==> src/rtl/int_res_arbiter_pkg.sv <==
// Shared types and default constants for the intermediate-results memory arbiter.
package Defines;

    localparam int DEF_NUM_REQ  = 3;
    localparam int DEF_MAX_LOCK = 16;

    localparam int ADDR_W   = 8;
    localparam int SINGLE_W = 32;
    localparam int DOUBLE_W = 64;

    typedef logic [ADDR_W-1:0]   IntResAddr_t;
    typedef logic [DOUBLE_W-1:0] IntResDouble_t;

    typedef enum logic [0:0] {
        SINGLE_WIDTH = 1'b0,
        DOUBLE_WIDTH = 1'b1
    } DataWidth_t;

    // Read port bundle presented to the memory
    typedef struct packed {
        logic        en;
        IntResAddr_t addr;
        DataWidth_t  data_width;
    } MemRdIn_t;

    // Write port bundle presented to the memory
    typedef struct packed {
        logic          en;
        logic          chip_en;
        IntResAddr_t   addr;
        IntResDouble_t data;
        DataWidth_t    data_width;
    } MemWrIn_t;

    typedef enum logic [1:0] {
        ARB_IDLE   = 2'd0,
        ARB_GRANT  = 2'd1,
        ARB_LOCKED = 2'd2
    } ArbState_t;

    // Single-width data lives in the low half; the upper half is forced to zero
    function automatic IntResDouble_t align_wr_data(input IntResDouble_t d, input DataWidth_t w);
        return (w == DOUBLE_WIDTH) ? d : {{(DOUBLE_W-SINGLE_W){1'b0}}, d[SINGLE_W-1:0]};
    endfunction

endpackage

==> src/rtl/int_res_arbiter_rr_picker.sv <==
// Round-robin picker: first asserted request at or after the pointer wins.
module rr_picker #(
    parameter int NUM_REQ = 3,
    parameter int PTR_W   = 2
) (
    input  logic [NUM_REQ-1:0] req,
    input  logic [PTR_W-1:0]   ptr,
    output logic [NUM_REQ-1:0] gnt
);

    logic [PTR_W:0] sum_s;
    logic [PTR_W:0] idx_s;
    logic           found_s;
    logic           hit_s;

    // Scan requesters starting from the pointer, wrapping modulo NUM_REQ
    always_comb begin
        gnt     = '0;
        found_s = 1'b0;
        sum_s   = '0;
        idx_s   = '0;
        hit_s   = 1'b0;
        for (int i = 0; i < NUM_REQ; i++) begin
            sum_s   = {1'b0, ptr} + (PTR_W+1)'(i);
            idx_s   = (sum_s >= (PTR_W+1)'(NUM_REQ)) ? (sum_s - (PTR_W+1)'(NUM_REQ)) : sum_s;
            hit_s   = ~found_s & req[idx_s[PTR_W-1:0]];
            gnt[idx_s[PTR_W-1:0]] = hit_s;
            found_s = found_s | hit_s;
        end
    end

endmodule

==> src/rtl/int_res_arbiter.sv <==
// Arbiter for the intermediate-results memory: independent read and write
// ports, each round-robin with an optional bounded lock.
// Optional feature: define INT_RES_ARB_STATS_EN to add per-requester
// saturating stall counters on the stall_cnt output.
module int_res_arbiter
    import Defines::*;
#(
    parameter int NUM_REQ  = DEF_NUM_REQ,
    parameter int MAX_LOCK = DEF_MAX_LOCK
) (
    input  logic                          clk,
    input  logic                          rst_n,
    input  logic          [NUM_REQ-1:0]   rd_req,
    input  logic          [NUM_REQ-1:0]   wr_req,
    input  logic          [NUM_REQ-1:0]   rd_lock,
    input  logic          [NUM_REQ-1:0]   wr_lock,
    input  IntResAddr_t   [NUM_REQ-1:0]   rd_addr,
    input  IntResAddr_t   [NUM_REQ-1:0]   wr_addr,
    input  DataWidth_t    [NUM_REQ-1:0]   rd_width,
    input  DataWidth_t    [NUM_REQ-1:0]   wr_width,
    input  IntResDouble_t [NUM_REQ-1:0]   wr_data,
    output logic          [NUM_REQ-1:0]   rd_gnt,
    output logic          [NUM_REQ-1:0]   wr_gnt,
    output logic          [NUM_REQ-1:0]   rd_valid,
    output IntResDouble_t                 rd_data,
    output MemRdIn_t                      mem_rd,
    input  IntResDouble_t                 mem_rd_data,
    output MemWrIn_t                      mem_wr
`ifdef INT_RES_ARB_STATS_EN
    ,
    output logic          [NUM_REQ-1:0][15:0] stall_cnt
`endif
);

    localparam int PTR_W = $clog2(NUM_REQ);
    localparam int CNT_W = $clog2(MAX_LOCK + 1);

    // Index 0 is the read port, index 1 the write port
    logic [NUM_REQ-1:0] port_req_s  [2];
    logic [NUM_REQ-1:0] port_lock_s [2];
    logic [NUM_REQ-1:0] port_gnt_s  [2];

    assign port_req_s[0]  = rd_req;
    assign port_req_s[1]  = wr_req;
    assign port_lock_s[0] = rd_lock;
    assign port_lock_s[1] = wr_lock;

    for (genvar p = 0; p < 2; p++) begin : g_port
        ArbState_t          state_q, state_d;
        logic [PTR_W-1:0]   ptr_q, ptr_d;
        logic [PTR_W-1:0]   owner_q, owner_d;
        logic [CNT_W-1:0]   cnt_q, cnt_d;
        logic [CNT_W-1:0]   run_s;
        logic [NUM_REQ-1:0] rr_gnt_s;
        logic [NUM_REQ-1:0] gnt_s;
        logic [PTR_W-1:0]   gnt_idx_s;

        rr_picker #(.NUM_REQ(NUM_REQ), .PTR_W(PTR_W)) u_rr (
            .req (port_req_s[p]),
            .ptr (ptr_q),
            .gnt (rr_gnt_s)
        );

        // State register: FSM state, round-robin pointer, lock owner and lock run length
        always_ff @(posedge clk or negedge rst_n) begin
            if (!rst_n) begin
                state_q <= ARB_IDLE;
                ptr_q   <= '0;
                owner_q <= '0;
                cnt_q   <= '0;
            end else begin
                state_q <= state_d;
                ptr_q   <= ptr_d;
                owner_q <= owner_d;
                cnt_q   <= cnt_d;
            end
        end

        // Output decode: a locked port serves only its owner, otherwise round-robin
        always_comb begin
            gnt_s = '0;
            if (!rst_n) begin
                gnt_s = '0;
            end else if (state_q == ARB_LOCKED) begin
                gnt_s[owner_q] = port_req_s[p][owner_q];
            end else begin
                gnt_s = rr_gnt_s;
            end
            gnt_idx_s = '0;
            for (int i = 0; i < NUM_REQ; i++) begin
                gnt_idx_s = gnt_idx_s | (gnt_s[i] ? PTR_W'(i) : '0);
            end
        end

        // Next state: lock entry/continuation, forced release after MAX_LOCK grants
        always_comb begin
            state_d = state_q;
            ptr_d   = ptr_q;
            owner_d = owner_q;
            cnt_d   = cnt_q;
            run_s   = ((state_q == ARB_LOCKED) ? cnt_q : '0) + CNT_W'(1);
            if (gnt_s == '0) begin
                state_d = ARB_IDLE;
                cnt_d   = '0;
            end else if (port_lock_s[p][gnt_idx_s] && (run_s != CNT_W'(MAX_LOCK))) begin
                state_d = ARB_LOCKED;
                owner_d = gnt_idx_s;
                cnt_d   = run_s;
            end else begin
                // Unlocked grant, lock drop, or forced release: move pointer past the winner
                state_d = ((state_q == ARB_LOCKED) && !port_lock_s[p][gnt_idx_s]) ? ARB_IDLE : ARB_GRANT;
                ptr_d   = (gnt_idx_s == PTR_W'(NUM_REQ-1)) ? '0 : (gnt_idx_s + PTR_W'(1));
                cnt_d   = '0;
            end
        end

        assign port_gnt_s[p] = gnt_s;
    end

    assign rd_gnt = port_gnt_s[0];
    assign wr_gnt = port_gnt_s[1];

    IntResAddr_t   rd_addr_s, wr_addr_s;
    IntResDouble_t wr_data_s;
    logic          rd_w_s, wr_w_s;

    // Steer the granted requester's fields onto the memory ports; zero when idle
    always_comb begin
        rd_addr_s = '0;
        wr_addr_s = '0;
        wr_data_s = '0;
        rd_w_s    = 1'b0;
        wr_w_s    = 1'b0;
        for (int i = 0; i < NUM_REQ; i++) begin
            rd_addr_s = rd_addr_s | ({ADDR_W{rd_gnt[i]}} & rd_addr[i]);
            wr_addr_s = wr_addr_s | ({ADDR_W{wr_gnt[i]}} & wr_addr[i]);
            wr_data_s = wr_data_s | ({DOUBLE_W{wr_gnt[i]}} & align_wr_data(wr_data[i], wr_width[i]));
            rd_w_s    = rd_w_s | (rd_gnt[i] & rd_width[i][0]);
            wr_w_s    = wr_w_s | (wr_gnt[i] & wr_width[i][0]);
        end
        mem_rd.en         = |rd_gnt;
        mem_rd.addr       = rd_addr_s;
        mem_rd.data_width = DataWidth_t'(rd_w_s);
        mem_wr.en         = |wr_gnt;
        mem_wr.chip_en    = rst_n;
        mem_wr.addr       = wr_addr_s;
        mem_wr.data       = wr_data_s;
        mem_wr.data_width = DataWidth_t'(wr_w_s);
    end

    logic [NUM_REQ-1:0] rd_valid_q, rd_valid_d;

    // Read return tag: the requester granted this cycle receives data next cycle
    always_comb begin
        rd_valid_d = rd_gnt;
    end

    // Read-valid register; async reset drops any access in flight
    always_ff @(posedge clk or negedge rst_n) begin
        if (!rst_n) begin
            rd_valid_q <= '0;
        end else begin
            rd_valid_q <= rd_valid_d;
        end
    end

    assign rd_valid = rd_valid_q;
    assign rd_data  = (|rd_valid_q) ? mem_rd_data : '0;

`ifdef INT_RES_ARB_STATS_EN
    logic [NUM_REQ-1:0][15:0] stall_q, stall_d;
    logic [NUM_REQ-1:0]       stall_s;

    // A requester stalls when it asks on either port and is not granted there
    always_comb begin
        stall_s = (rd_req & ~rd_gnt) | (wr_req & ~wr_gnt);
        for (int i = 0; i < NUM_REQ; i++) begin
            stall_d[i] = (stall_s[i] && (stall_q[i] != 16'hFFFF)) ? (stall_q[i] + 16'd1) : stall_q[i];
        end
    end

    // Saturating stall counters
    always_ff @(posedge clk or negedge rst_n) begin
        if (!rst_n) begin
            stall_q <= '0;
        end else begin
            stall_q <= stall_d;
        end
    end

    assign stall_cnt = stall_q;
`endif

endmodule

==> config.mk <==
export PLATFORM = sky130hd
export DESIGN_NAME = int_res_arbiter
export DESIGN_NICKNAME = d
export VERILOG_FILES = /design/src/rtl/int_res_arbiter_pkg.sv /design/src/rtl/int_res_arbiter_rr_picker.sv /design/src/rtl/int_res_arbiter.sv
export SDC_FILE = /design/constraint.sdc
export NUM_CORES = 1
export LEC_CHECK = 0
export CAP_MARGIN = 20
export CORE_AREA = 2 2 188 190
export DETAILED_ROUTE_END_ITERATION = 7
export DIE_AREA = 0 0 190 192
export GPL_TIMING_DRIVEN = 0
export PLACE_DENSITY = 0.5
export SYNTH_ARGS = -nofsm -noshare
export SYNTH_HDL_FRONTEND = slang
export SYNTH_SLANG_ARGS = --single-unit
==> constraint.sdc <==
create_clock -name clk -period 2.7 [get_ports clk]
set_input_delay 0.405 -clock clk [delete_from_list [all_inputs] [get_ports clk]]
set_output_delay 0.405 -clock clk [all_outputs]
set_load 0.005 [all_outputs]
==> results of run 1 <==
power by group through the flow:
| stage | Sequential (mW) | Combinational [mW] | Clock [mW] |
|---|---|---|---|
| finish | 0.553 | 7.93 | 0.340 |
| global route | 0.564 | 8.57 | 0.365 |
| CTS | 0.551 | 7.49 | 0.350 |
| detailed placement | 0.549 | 6.35 | 0 |
| global placement | 0.543 | 6.37 | 0 |
| floorplan | 0.531 | 2.69 | 0 |
final cells by class:
class                      instances  area share
timing repair buffer             583      0.5106
multi-input combinational        384      0.3052
sequential                        25     0.05887
tap                              455     0.05347
buffer                            40     0.04324
inverter                          60     0.02115
clock buffer                       3    0.007051
clock inverter                     1   0.0004700
final timing paths:
| path | to | slack (ps) | cells past startpoint |
|---|---|---|---|
| max | mem_wr[0] | -470 | 13 |
| min | g_port[0].cnt_q[0] | 80 | 1 |
| max reg2reg | g_port[0].state_q[0] | -330 | 14 |
| min reg2reg | g_port[1].owner_q[0] | 570 | 1 |
| max in group asynchronous | g_port[0].ptr_q[1] | 2270 | 1 |
| min in group clk | g_port[1].owner_q[0] | 570 | 1 |
through the flow:
step,util,worst slack (ps),hold slack (ps),total power [mW]
after floorplan,-,-10.72,109.4,3.222
after global placement,0.2669,-2260,532.4,6.917
after detailed placement,0.2670,-1522,521.5,6.898
after CTS,0.2997,-505.6,97.14,8.388
after global routing,0.3105,-559.3,104.4,9.500
final,0.3105,-471.2,81.23,8.825
flip-flops by register name (all words and copies together), names as in the netlist:
signal and count:
g_port.cnt_q 10, g_port.owner_q 4, g_port.ptr_q 4, g_port.state_q 4, rd_valid 3
worst max-delay path, cell delays in order (launching register included):
cell	delay, ps
dfrtp_1	400
inv_2	110
ha_4	240
buf_4	160
buf_4	130
a21oi_1	100
o22ai_1	90
and3_4	210
and2_4	200
buf_6	120
buf_4	120
or3_1	350
buf_4	130
buf_2	130
cells in the final DEF, fill, tap and decap left out, drive strengths merged, types with 8 or more instances in the layout:
cell             n
nand2b           8
nor3             8
dfrtp           25
nand2           81
a22oi           33
ha              10
inv             60
and2             8
nor2b           70
nor2            10
clkbuf          23
buf            215
clkdlybuf4s50  385
a222oi          49
nand3            8
kinds of logic (layout without fill, tap and decap cells):
logic type	Yosys count	after routing	synth area share
buf+inv	109	687	0.1225
xor+xnor	8	8	0.01859
simple gates	228	228	0.3270
compound gates	129	129	0.3025
mux	9	9	0.03021
fa+ha+maj	10	10	0.03320
flops	25	25	0.1660
per-layer routing:
layer | global-route usage | part of all wire | wire, µm | vias up
met5 | 0 | 0 | 0 | -
met4 | 0.02087 | 0.012 | 317 | 0
met3 | 0.01973 | 0.072 | 1880 | 16
met2 | 0.2346 | 0.52 | 13690 | 298
met1 | 0.1549 | 0.39 | 10280 | 2968
li1 | - | - | - | 3052
what timing repair did:
item	CTS	global route
pin swaps	95	71
gates resized for setup	517	97
gates cloned	9	2
setup buffers	79	20
hold buffers	0	0
endpoints found under the setup margin	165	111
==> impl_metrics.toml, run 1 <==
[timing]
worst_pin_slew_ps = 452.3
layout_min_cycle_time_ps = 3171
clock-skew-final_ps = 4.593
final_count_of_pins_violating_max_slew = 0
clock.fmax_ghz = 0.3153
setup_viol_count_final = 101
period_share = 1.175
totalNegativeSetupSlack_ps = -30860
final_setup_margin_ps = -471.2
rsz_0062_raised_after_global_routing = "true"
hold_viol_final = 0
relSlewSlack = 0.6985

[global_routing]
number_of_global_route_vias_before_repair = 6309
grt_antenna_before_repair = 0
globalRouteOverflowTotal = 0
maximum_number_of_pins_on_one_net_before_global_route_repair = 35
grt_pass1_wl_um = 36580
gr-usage-all-layers = 0.1264

[drt]
first_pass_iters = 5
avgRoutedWirePerCell_um = 16.87
detail_route.vias_per_cell = 4.084
drt_iter0_drc = 411
dr_total_vias = 6334
number_of_nets_with_antenna_violations_after_detailed_routing = 0
detail_route.drc_violations = 0
totalWireLength_um = 26170

[logic_synthesis]
synth_top_flop_cell = "dfrtp_1"
synth_area_leader_cell = "dfrtp_1"
yosys.area.top_type_share = 0.1660
syn_area_um2 = 3769
mappedNetlistNets = 852
synth_cell_type_count = 66
synth-seq-cells = 25
synth_enable_flop_cells = 0
synth.most_common_cell = "nand2_1"
synth.top_cells.by_area = "dfrtp_1 17%, a222oi_1 13%, nor2b_1 12%, nand2_1 8.1%, a22oi_1 6.6%"
post_synth_most_frequent_cells = "81 x nand2_1, 70 x nor2b_1, 59 x inv_1"
synth-async-reset-ratio = 1.000
synthesis.instances = 518
yosys_warning_count = 0
synth-seq-area-share = 0.1660
synthesized_area_divided_by_synthesized_cell_count_um2 = 7.275

[placement]
placement.cell_area_um2 = 9155
place_hpwl_um = 20200
globalplace.congestion = 0.7644
dpl.cell_count = 1453
io_buffers = 479

[power]
worst_ir_drop_vdd_uv = 516.5
cellInternalPower_mw = 5.163
static_leakage_nw = 4.677
clock_network_power_share = 0.039
power_density_nw_per_um2 = 828.8
power.switching_fraction = 0.4150
power_frac_comb = 0.899
netSwitchingPower_mw = 3.662
seq_power_share = 0.063

[clock_network]
cts_tree = "built"
clk_pin_slew_ps = 70
cts_root_buf = "clkbuf_16"
clockBufferDepth = 2
number_of_sinks_driven_by_the_clock_tree = 25
worstSkewPairLatency_ps = 260
cts.htree.levels = 1
cts_inserted_buffers = 3

[run_status]
violations_in_the_final_reports = "setup timing"
status = "finished with violations"

[cells_and_area]
final_layout_size_suffix_gt1_frac = 0.3038
area.sequential_um2 = 626.9
insertedDiodeCount = 0
area_growth_syn_to_layout_pct = 182.5
fin_area_um2 = 10650
area_of_the_multi_input_gates_um2 = 3249
fin_cells = 1551
num-fill-cells = 3616
final_nets = 1431

[setup_path]
cp_data_arrival_time_ps = 2770
worst_path_required_ps = 2300
critical_path.max_fanout = 5
start_kind = "flop"
critical_path.endpoint_type = "output pin"
worst-setup-path-type = "reg -> out"
critical_path_origin = "g_port[1].ptr_q[0]"
r2r-start = "g_port[0].ptr_q[0]"

[worst_hold_path]
min_path_type = "in -> async"

[floorplanning]
floorplan.rows = 68
initial_utilization = 0.1099
io_pins = 482
design.die.area_um2 = 36480
coreArea_um2 = 34290
die_h_um = 192
die_width_um = 190

[job]
number_of_maximum_capacitance_violations = 0
(Power assumes the default switching activity.)
==> run 2: changes to the inputs <==
--- a/config.mk
+++ b/config.mk
@@ -5,6 +5,7 @@
 export SDC_FILE = /design/constraint.sdc
 export NUM_CORES = 1
 export LEC_CHECK = 0
+export ABC_CLOCK_PERIOD_IN_PS = 2700
 export CAP_MARGIN = 20
 export CORE_AREA = 2 2 188 190
 export DETAILED_ROUTE_END_ITERATION = 7
==> results of run 2 <==
No change in the layout: final DEF, timing and power equal those of run 1.
